**src/rtl/core_boot_seq.sv**
```systemverilog
// Boot/reset sequencer for the PULPino core: releases peripheral reset, then core reset,
// then enables instruction fetch; a debounced soft-reset button and a halt switch steer it.
module core_boot_seq #(
  parameter int          RESET_HOLD_CYCLES    = 256,
  parameter int          PERIPH_SETTLE_CYCLES = 16,
  parameter int          FETCH_DELAY_CYCLES   = 64,
  parameter int          DEBOUNCE_CYCLES      = 1000,
  parameter logic [31:0] BOOT_ADDR            = 32'h00008000
) (
  input  logic        clk,
  input  logic        rst_n,
  input  logic        soft_rst_btn_n,
  input  logic        halt_req,
  output logic        periph_rst_n,
  output logic        core_rst_n,
  output logic        fetch_enable_o,
  output logic [31:0] boot_addr_o,
  output logic        boot_done,
  output logic [2:0]  state_o
);

  localparam int MAX_AB  = (RESET_HOLD_CYCLES > PERIPH_SETTLE_CYCLES) ? RESET_HOLD_CYCLES : PERIPH_SETTLE_CYCLES;
  localparam int MAX_CD  = (FETCH_DELAY_CYCLES > DEBOUNCE_CYCLES) ? FETCH_DELAY_CYCLES : DEBOUNCE_CYCLES;
  localparam int MAX_CYC = (MAX_AB > MAX_CD) ? MAX_AB : MAX_CD;
  localparam int CNT_W   = (MAX_CYC > 1) ? $clog2(MAX_CYC) : 1;
  localparam int DB_W    = (DEBOUNCE_CYCLES > 1) ? $clog2(DEBOUNCE_CYCLES) : 1;

  localparam logic [CNT_W-1:0] HOLD_LAST   = CNT_W'(RESET_HOLD_CYCLES - 1);
  localparam logic [CNT_W-1:0] SETTLE_LAST = CNT_W'(PERIPH_SETTLE_CYCLES - 1);
  localparam logic [CNT_W-1:0] FETCH_LAST  = CNT_W'(FETCH_DELAY_CYCLES - 1);
  localparam logic [DB_W-1:0]  DB_LAST     = DB_W'(DEBOUNCE_CYCLES - 1);

  typedef enum logic [2:0] {
    ST_RESET_HOLD  = 3'd0,
    ST_PERIPH_WAIT = 3'd1,
    ST_CORE_WAIT   = 3'd2,
    ST_RUN         = 3'd3,
    ST_HALT        = 3'd4
  } state_t;

  state_t           state, next_state;
  logic [CNT_W-1:0] cnt, cnt_next;

  logic             halt_s1, halt_s2;
  logic             btn_s1, btn_s2;
  logic [DB_W-1:0]  db_cnt;
  logic             db_armed;
  logic             press;
  logic             press_fire;

  logic             periph_rst_next, core_rst_next, fetch_next, done_next;

  assign boot_addr_o = BOOT_ADDR;

  // Synchronisers for the two asynchronous board inputs.
  always_ff @(posedge clk or negedge rst_n) begin
    if (!rst_n) begin
      halt_s1 <= 1'b0;
      halt_s2 <= 1'b0;
      btn_s1  <= 1'b0;
      btn_s2  <= 1'b0;
    end else begin
      halt_s1 <= halt_req;
      halt_s2 <= halt_s1;
      btn_s1  <= soft_rst_btn_n;
      btn_s2  <= btn_s1;
    end
  end

  // Debouncer stays disarmed out of reset until it has seen the button released,
  // so the cleared synchroniser cannot fake a press.
  assign press_fire = db_armed && !btn_s2 && (db_cnt == DB_LAST);

  always_ff @(posedge clk or negedge rst_n) begin
    if (!rst_n) begin
      db_cnt   <= '0;
      db_armed <= 1'b0;
      press    <= 1'b0;
    end else begin
      press <= press_fire;
      if (btn_s2) begin
        db_cnt   <= '0;
        db_armed <= 1'b1;
      end else begin
        if (db_cnt != DB_LAST) begin
          db_cnt <= db_cnt + 1'b1;
        end
        if (press_fire) begin
          db_armed <= 1'b0;
        end
      end
    end
  end

  always_comb begin
    next_state = state;
    cnt_next   = cnt + 1'b1;
    case (state)
      ST_RESET_HOLD: begin
        if (press) begin
          cnt_next = '0;
        end else if (cnt == HOLD_LAST) begin
          next_state = ST_PERIPH_WAIT;
        end
      end
      ST_PERIPH_WAIT: begin
        if (press) begin
          next_state = ST_RESET_HOLD;
        end else if (cnt == SETTLE_LAST) begin
          next_state = ST_CORE_WAIT;
        end
      end
      ST_CORE_WAIT: begin
        if (press) begin
          next_state = ST_RESET_HOLD;
        end else if (cnt == FETCH_LAST) begin
          next_state = ST_RUN;
        end
      end
      ST_RUN: begin
        cnt_next = cnt;
        if (press) begin
          next_state = ST_RESET_HOLD;
        end else if (halt_s2) begin
          next_state = ST_HALT;
        end
      end
      ST_HALT: begin
        cnt_next = cnt;
        if (press) begin
          next_state = ST_RESET_HOLD;
        end else if (!halt_s2) begin
          next_state = ST_RUN;
        end
      end
      default: begin
        next_state = ST_RESET_HOLD;
      end
    endcase
    if (next_state != state) begin
      cnt_next = '0;
    end
  end

  // Outputs are decoded from next_state so they flip on the same edge as the state.
  always_comb begin
    periph_rst_next = (next_state != ST_RESET_HOLD);
    core_rst_next   = (next_state == ST_CORE_WAIT) || (next_state == ST_RUN) || (next_state == ST_HALT);
    fetch_next      = (next_state == ST_RUN);
    done_next       = (next_state == ST_RUN) || (next_state == ST_HALT);
  end

  always_ff @(posedge clk or negedge rst_n) begin
    if (!rst_n) begin
      state          <= ST_RESET_HOLD;
      cnt            <= '0;
      periph_rst_n   <= 1'b0;
      core_rst_n     <= 1'b0;
      fetch_enable_o <= 1'b0;
      boot_done      <= 1'b0;
    end else begin
      state          <= next_state;
      cnt            <= cnt_next;
      periph_rst_n   <= periph_rst_next;
      core_rst_n     <= core_rst_next;
      fetch_enable_o <= fetch_next;
      boot_done      <= done_next;
    end
  end

  assign state_o = state;

endmodule

```
**config.mk**
```make
export PLATFORM = sky130hd
export DESIGN_NAME = core_boot_seq
export DESIGN_NICKNAME = d
export VERILOG_FILES = /design/src/rtl/core_boot_seq.sv
export SDC_FILE = /design/constraint.sdc
export NUM_CORES = 1
export LEC_CHECK = 0
export CORE_MARGIN = 8
export CORE_UTILIZATION = 30
export CTS_CLUSTER_SIZE = 30
export DETAILED_ROUTE_END_ITERATION = 8
export PLACE_DENSITY = 0.52
export SLEW_MARGIN = 20
export SYNTH_ARGS = -nofsm -noshare
export SYNTH_HDL_FRONTEND = slang
export SYNTH_SLANG_ARGS = --single-unit
export TNS_END_PERCENT = 10
```
**constraint.sdc**
```tcl
create_clock -name clk -period 2.2 [get_ports clk]
set_input_delay 0.22 -clock clk [delete_from_list [all_inputs] [get_ports clk]]
set_output_delay 0.22 -clock clk [all_outputs]
set_load 0.05 [all_outputs]
```
==> results of run 1 <==
-- Yosys cell counts (all sizes together), types with 5 or more instances --
cell type / n
a211oi: 6
a21oi: 5
buf: 37
clkbuf: 6
dfrtp: 33
inv: 5
nand2: 9
nand3: 7
nand4: 6
nor2: 15
nor3: 7
nor4: 6
nor4b: 5
o21ai: 8
xnor2: 5
-- routing by layer --
layer / part of all wire, % / wire length [µm]
met4: 1.5 / 65
met1: 46 / 1940
met5: 0 / 0
met2: 45 / 1910
met3: 7.0 / 296
-- critical path, stage by stage, from the launching register on --
cell and delay (ns):
dfrtp_2 0.49, and3b_1 0.26, or2_0 0.24, or4_1 0.52
a2111oi_2 0.39
-- flip-flops by register name (all words and copies together), names as in the netlist --
signal          cells
halt_s1             1
db_cnt             10
press               1
periph_rst_n        1
btn_s1              1
halt_s2             1
cnt                10
fetch_enable_o      1
btn_s2              1
db_armed            1
boot_done           1
state_o             3
core_rst_n          1
-- power by group --
part           internal (mW)  switching [mW]
clock network          0.368           0.242
logic                 0.0125           0.137
registers              0.614         0.00881
-- cell families after synthesis --
logic type | count (synthesis)
simple gates | 77
buf+inv | 48
flops | 33
compound gates | 32
xor+xnor | 8
mux | 3
fa+ha+maj | 2
other cells | 2
-- final timing paths --
kind                             from         to  slack, ns  cells past startpoint
setup / recovery           state_o[0]     cnt[9]       0.18                      4
hold / removal                  rst_n  db_cnt[0]       0.23                      1
max in group asynchronous       rst_n     cnt[1]       1.41                      2
hold reg to reg               halt_s1    halt_s2       0.35                      0
setup reg to reg           state_o[0]     cnt[9]       0.18                      4
min in group clk              halt_s1    halt_s2       0.35                      0
-- per-stage QoR --
step	std cells	instance area, µm²	utilization, %	hold WS [ns]	setup slack [ns]
finish	297	2180	34.1	0.233	0.176
CTS	297	2180	34.1	0.244	0.153
detailed placement	289	2060	32.3	0.336	0.225
global route	297	2180	34.1	0.264	0.0295
floorplan	235	2110	-	-0.0756	0.0238
global placement	289	2060	32.3	0.333	0.261
-- final cells by class --
class	count	area share, %
multi-input cells	154	43.2
clock buffers	6	3.79
inverters	5	0.861
well taps	77	4.42
clock inverters	2	1.72
repair buffers	20	8.03
flip-flops and latches	33	38.0
==> summary.md, run 1 <==
| Metric | Value |
|---|---|
| Layout cell share with drive strength beyond 1 | 15.0% |
| Worst rel slew slack | 65.4% |
| Prevailing post-synth register cell | dfrtp_1 |
| Largest family of logic cells by synthesized area | simple AND/OR/NAND/NOR gates |
| Sequential fraction of the synthesis area | 41.3% |
| Die area | 9530 µm² |
| Mux cell area share after synthesis | 1.57% |
| Vias/cell | 4.81 |
| Worst hold path type | in2async |
| Crit path kind | reg2reg |
| Power Total | 1.38 mW |
| Peak Freq | 494 MHz |
| Sink Count | 33 |
| Synthesized area per cell | 9.75 µm² |
| Most Crowded Layer GR | met2 |
| Vias in the first global route | 1503 |
| Top-Level Pins | 43 |
| Detail Route Antenna Nets | 0 |
| Arr. time, crit path | 2.19 ns |
| Top cells by area, synth | dfrtp_1, buf_4, nor2_1, nor4b_1, xnor2_1 |
| XOR/XNOR share of the synthesized area | 3.51% |
| # Post-CTS Setup Buffers | 0 |
| Layout area overhead | 9.14% |
| Top-area cell type share of the netlist area | 41.3% |
| Routed wire length | 4210 µm |
| Final Hold Vio Count | 0 |
| # resized after CTS | 0 |
| Antenna violations before repair | 0 |
| RSZ-0062 raised after global routing | false |
| Nets | 225 |
| Initial core utilization | 31.3% |
| Clk_skew | 0.00475 ns |
| Post-synthesis compound-gate area fraction | 11.6% |
| # hold bufs at CTS | 0 |
| Status | finished clean |
| CTS Root Cell | clkbuf_8 |
| Most frequent cells in the layout | conb_1, dfrtp_1, nor2_1 |
| Period minus WS final | 2.02 ns |
| Worst slew pin tran | 0.518 ns |
| Starting DRC count in detailed routing | 32 |
| Cell area power density | 634 nW/µm² |
| Worst Path Max Fanout | 10 |
| Max-slew violation count | 0 |
| GRT overflow | 0 |
| Clock-pin transition on the worst setup and hold timing paths | 0.07 ns |
| Global-route wire length before repair | 7430 µm |
| Met1 usage | 11.9% |
| CTS Buf Count | 5 |
| Synth Area in Adders | 1.25% |
| Leakage power | 0.942 nW |
| Routed via count | 1430 |
| Yosys cell types | 53 |
| Post-Synth Simple-Gate Area | 22.9% |
| Commonest non-fill, non-tap cell in the layout | conb_1 |
| Clk buf depth | 2 |
| Met2 Use GR | 14.1% |
| Post-Syn Instances | 205 |
| Max VDD drop | 0.287 mV |
| Core Footprint | 6390 µm² |
| Critical Path Source Type | flip-flop |
| Number of synthesis warnings | 0 |
| Fin crit share | 92.0% |
| Final GP Congestion | 0.834 |
| Synth area leader | dfrtp_1 |
| Maxcap violations | 0 |
| GR Util met3 | 3.13% |
| Die width | 97.6 µm |
| CTS tree | done |
| Final setup fails | 0 |
| Worst-Skew Late Latency | 0.29 ns |
| DR pass1 iterations | 5 |
| Number of synthesized register bits | 33 |
| Wirelength per Cell | 14.2 µm |
| Synth Cell Area | 2000 µm² |
| Crit path required time | 2.37 ns |
| Crit. End Element | flip-flop |
| Fill count | 639 |
| TNS Setup | 0 ns |
| Share of synthesized registers carrying an async set or reset | 100% |
| Area of the multi-input gates | 942 µm² |
| Pin count of the biggest net entering global routing | 15 |
| Chip height | 97.6 µm |
| Gr usage total | 9.48% |
| CTS H-tree depth | 2 |
| Post-synth EDFFs | 0 |
| Num rows | 29 |
| HPWL after DPL | 3040 µm |
| # diodes | 0 |
| Input/output buffers | 10 |
| Drc violations | 0 |
| Flip-flop and latch area | 828 µm² |
Note: power is estimated with default switching activity, not from simulation.
==> inputs of run 2 (changes only) <==
- RECOVER_POWER: not set -> 100
- SLEW_MARGIN: 20 -> not set
==> run 2 against run 1 <==
Hold slack improved by 0.069 ns. Sequential cell count unchanged. Fmax down 2.7%. Total power down 0.17%. Sequential power about the same. Critical path depth down 2. Clock skew is essentially flat. Largest power group unchanged.
==> summary.md, run 2 (synthesized netlist as in run 1, its figures left out) <==
| Metric | Value |
|---|---|
| CTS H-tree depth | 2 |
| Maxcap violations | 0 |
| Peak Freq | 481 MHz |
| # hold bufs at CTS | 0 |
| Num rows | 29 |
| Flop pwr share | 45.2% |
| # resized after CTS | 0 |
| Wirelength per Cell | 14.2 µm |
| Die width | 97.6 µm |
| CTS Root Cell | clkbuf_8 |
| # diodes | 0 |
| Worst-Skew Late Latency | 0.29 ns |
| TNS Setup | 0 ns |
| Final setup fails | 0 |
| Flip-flop and latch area | 828 µm² |
| # Post-CTS Setup Buffers | 0 |
| Cell area power density | 637 nW/µm² |
| Nets | 225 |
| Worst hold path type | in2async |
| Area of the multi-input gates | 936 µm² |
| Layout area overhead | 8.45% |
| Routed via count | 1447 |
| Sink Count | 33 |
| Worst slew pin tran | 0.771 ns |
| Crit path kind | reg2out |
| Final Hold Vio Count | 0 |
| Fin crit share | 94.5% |
| Routed wire length | 4230 µm |
| Vias in the first global route | 1503 |
| Layout cell share with drive strength beyond 1 | 13.2% |
| Critical Path Source Type | flip-flop |
| Crit path required time | 1.98 ns |
| Met2 Use GR | 14.1% |
| Most Crowded Layer GR | met2 |
| Worst rel slew slack | 48.6% |
| Starting DRC count in detailed routing | 38 |
| CTS Buf Count | 5 |
| Global-route wire length before repair | 7430 µm |
| Core Util, Final | 33.9% |
| Gr usage total | 9.48% |
| Clk_skew | 0.00479 ns |
| Commonest non-fill, non-tap cell in the layout | conb_1 |
| Pin count of the biggest net entering global routing | 15 |
| Drc violations | 0 |
| Antenna violations before repair | 0 |
| Clock-pin transition on the worst setup and hold timing paths | 0.07 ns |
| Die area | 9530 µm² |
| Detail Route Antenna Nets | 0 |
| Worst Path Max Fanout | 7 |
| Clk buf depth | 2 |
| Status | finished clean |
| CTS tree | done |
| Combinational power share | 10.6% |
| Sw Ratio | 28.1% |
| Max VDD drop | 0.287 mV |
| Period minus WS final | 2.08 ns |
| Initial core utilization | 31.3% |
| Max-slew violation count | 0 |
| CP peak stage delay | 0.89 ns |
| Most frequent cells in the layout | conb_1, dfrtp_1, nor2_1 |
| Net load switching power | 0.388 mW |
| RSZ-0062 raised after global routing | false |
| Crit. End Element | primary output |
| GRT overflow | 0 |
| Top-Level Pins | 43 |
| Leakage power | 0.959 nW |
| Vias/cell | 4.87 |
| Clock Power Share | 44.2% |
| Internal power | 0.993 mW |
| Input/output buffers | 10 |
| Worst path slowest cell | dlygate4sd3_1 |
| GR Util met3 | 3.13% |
| HPWL after DPL | 3040 µm |
| Arr. time, crit path | 1.86 ns |
| Final GP Congestion | 0.834 |
| Core Footprint | 6390 µm² |
| Met1 usage | 11.9% |
| Chip height | 97.6 µm |
| DR pass1 iterations | 4 |
| Fill count | 641 |
| CP cell instances | buf_4, dlygate4sd3_1 |
## run 2: changes by cell type in the layout (fill, tap and decap cells not counted)
cell and delta:
and2_0 +1, buf_4 -2, a211oi_1 +1, a211oi_2 -1, clkdlybuf4s50_1 -10, a211o_2 -1, clkbuf_1 +2, dlygate4sd3_1 +10
and2_1 -1, a211o_1 +1
## run 2: cell type report
| class | instances | share of cell area, % |
|---|---|---|
| clock buffer | 6 | 3.81 |
| inverter | 5 | 0.866 |
| tap | 77 | 4.45 |
| timing repair buffer | 20 | 7.74 |
| sequential | 33 | 38.2 |
| clock inverter | 2 | 1.73 |
| multi-input combinational | 154 | 43.2 |
## run 2: power by group through the flow
stage | registers [mW] | clock network (mW) | logic, mW
floorplan | 0.631 | 0 | 0.174
global placement | 0.635 | 0 | 0.148
detailed placement | 0.635 | 0 | 0.149
CTS | 0.623 | 0.625 | 0.149
global route | 0.625 | 0.661 | 0.157
finish | 0.623 | 0.610 | 0.147
## run 2: final timing paths
kind | to | cells after the start | from | slack (ns)
hold reg to reg | halt_s2 | 0 | halt_s1 | 0.35
min in group clk | halt_s2 | 0 | halt_s1 | 0.35
setup / recovery | state_o[1] | 2 | state_o[1] | 0.12
hold / removal | db_cnt[0] | 1 | rst_n | 0.30
setup reg to reg | cnt[9] | 4 | state_o[1] | 0.18
max in group asynchronous | cnt[1] | 2 | rst_n | 0.86
## run 2: critical path, delay by kind of cell (launching register included)
| kind | cells | cell delay [ns] |
|---|---|---|
| flops | 1 | 0.48 |
| buf+inv | 2 | 1.09 |
## run 2: routing by layer
metal / share of wire (%) / up-vias
met3: 6.1 / 5
met5: 0 / -
met4: 1.5 / 0
li1: - / 693
met1: 47 / 697
met2: 46 / 52
## run 2: per-stage QoR
step	std cells	instance area (µm²)	hold WS [ns]	setup slack (ns)	power, mW
3_3_place_gp	289	2060	0.333	0.261	0.783
3_5_place_dp	289	2060	0.336	0.225	0.784
6_report	297	2170	0.302	0.121	1.38
4_1_cts	297	2180	0.244	0.153	1.40
5_1_grt	297	2170	0.332	0.0295	1.44
2_1_floorplan	235	2110	-0.0756	0.0238	0.805
==> inputs of run 3 (changes only) <==
- CORE_UTILIZATION: 30 -> 51
- PLACE_DENSITY: 0.52 -> 0.8
==> run 3 against run 2 <==
Core utilization rose by 23 points. Combinational power hardly changed. Via count is 0.28% higher. Hold slack improved by 0.049 ns. Wire length decreased by 12%. Sequential cell count unchanged. Non-clock buffer count decreased by 1. Register-to-register slack is essentially flat. Clock skew is essentially flat. Critical path depth grew 3. Count of clock-buffer cells in the layout is the same. Critical path type is now reg2reg.
==> summary.md, run 3 (synthesized netlist as in run 1, its figures left out) <==
| Metric | Value |
|---|---|
| Status | finished clean |
| Crit path kind | reg2reg |
| Crit path required time | 2.38 ns |
| Antenna violations before repair | 0 |
| Peak Freq | 493 MHz |
| Final GP Congestion | 0.877 |
| TNS Setup | 0 ns |
| Clk_skew | 0.00485 ns |
| Final setup fails | 0 |
| GRT overflow | 0 |
| Fin crit share | 92.2% |
| Die area | 6180 µm² |
| Worst Path Max Fanout | 10 |
| Global-route wire length before repair | 6470 µm |
| Routed wire length | 3710 µm |
| Maxcap violations | 0 |
| CTS Root Cell | clkbuf_8 |
| Routed via count | 1451 |
| Chip height | 78.6 µm |
| Wirelength per Cell | 13.9 µm |
| Core Util, Final | 56.8% |
| Drc violations | 0 |
| Worst hold path type | reg2reg |
| Max VDD drop | 0.392 mV |
| # Post-CTS Setup Buffers | 0 |
| CTS Buf Count | 5 |
| Pre-CTS setup slack | 0.221 ns |
| Cell area power density | 648 nW/µm² |
| Num rows | 22 |
| Initial core utilization | 53.8% |
| Sink Count | 33 |
| Most frequent cells in the layout | conb_1, dfrtp_1, nor2_1 |
| Commonest non-fill, non-tap cell in the layout | conb_1 |
| Pin count of the biggest net entering global routing | 34 |
| CTS H-tree depth | 2 |
| Worst slew pin tran | 0.796 ns |
| DR pass1 iterations | 4 |
| Input/output buffers | 10 |
| Leakage power | 0.955 nW |
| # hold bufs at CTS | 0 |
| Starting DRC count in detailed routing | 186 |
| Arr. time, crit path | 2.21 ns |
| CTS tree | done |
| Clk buf depth | 2 |
| Final worst slack | 0.172 ns |
| RSZ-0062 raised after global routing | false |
| Crit. End Element | flip-flop |
| Max-slew violation count | 0 |
| # resized after CTS | 0 |
| Layout area overhead | 5.70% |
| Clock-pin transition on the worst setup and hold timing paths | 0.07 ns |
| Power Total | 1.37 mW |
| Worst rel slew slack | 46.9% |
| Layout cell share with drive strength beyond 1 | 13.2% |
| Critical Path Source Type | flip-flop |
| Nets | 224 |
| Worst-Skew Late Latency | 0.29 ns |
| HPWL after DPL | 2740 µm |
| Final Hold Vio Count | 0 |
| Detail Route Antenna Nets | 0 |
| # diodes | 0 |
| R2R setup slack | 0.17 ns |
| Vias in the first global route | 1433 |
| Core Footprint | 3720 µm² |
| Die width | 78.6 µm |
| Vias/cell | 5.43 |
| Period minus WS final | 2.03 ns |
| Fill count | 323 |
| Top-Level Pins | 43 |
| Gr usage total | 12.7% |
==> run 3: cell types whose count changed in the layout (fill, tap and decap cells not counted), sizes merged <==
cell / previous run / this run
clkbuf: 8 / 7
==> run 3: layout make-up <==
cell class | count | area (µm²) | area share (%)
Tap cell | 48 | 60.1 | 2.84
Inverter | 5 | 18.8 | 0.889
Timing Repair Buffer | 19 | 165 | 7.82
Multi-Input combinational cell | 154 | 920 | 43.5
Sequential cell | 33 | 828 | 39.2
Clock buffer | 6 | 82.6 | 3.91
Clock inverter | 2 | 37.5 | 1.78
==> run 3: final timing paths <==
kind	startpoint	to	depth (start not counted)
hold / removal	halt_s1	halt_s2	0
setup / recovery	state_o[0]	cnt[9]	5
setup reg to reg	state_o[0]	cnt[9]	5
min in group asynchronous	rst_n	db_cnt[5]	2
max in group asynchronous	rst_n	state_o[0]	2
hold reg to reg	halt_s1	halt_s2	0
==> run 3: routing by layer <==
layer  up-vias  part of all wire, %  GRT usage [%]
li1        693                    -              -
met1       690                   45           16.3
met2        61                   46           19.7
met3         7                  7.8           2.96
met4         0                  1.9           6.11
met5         -                    0              0
==> run 3: power breakdown <==
group          internal [mW]  total (mW)  switching, mW
Clock                  0.368       0.598          0.230
Sequential             0.615       0.624        0.00912
Combinational        0.00969       0.146          0.136
==> run 3: worst max-delay path, cell delays in order (launching register included) <==
cell       delay [ns]
dfrtp_2          0.47
nor3b_1          0.67
or2_0            0.21
buf_4            0.17
o31ai_1          0.10
a2111oi_2        0.29
==> run 3: metrics by stage <==
step	instances	area [µm²]	hold slack, ns
after floorplan	235	2110	-0.0756
after global placement	259	2010	0.333
after detailed placement	259	2010	0.337
after CTS	267	2130	0.335
after global routing	267	2110	0.360
final	267	2110	0.351
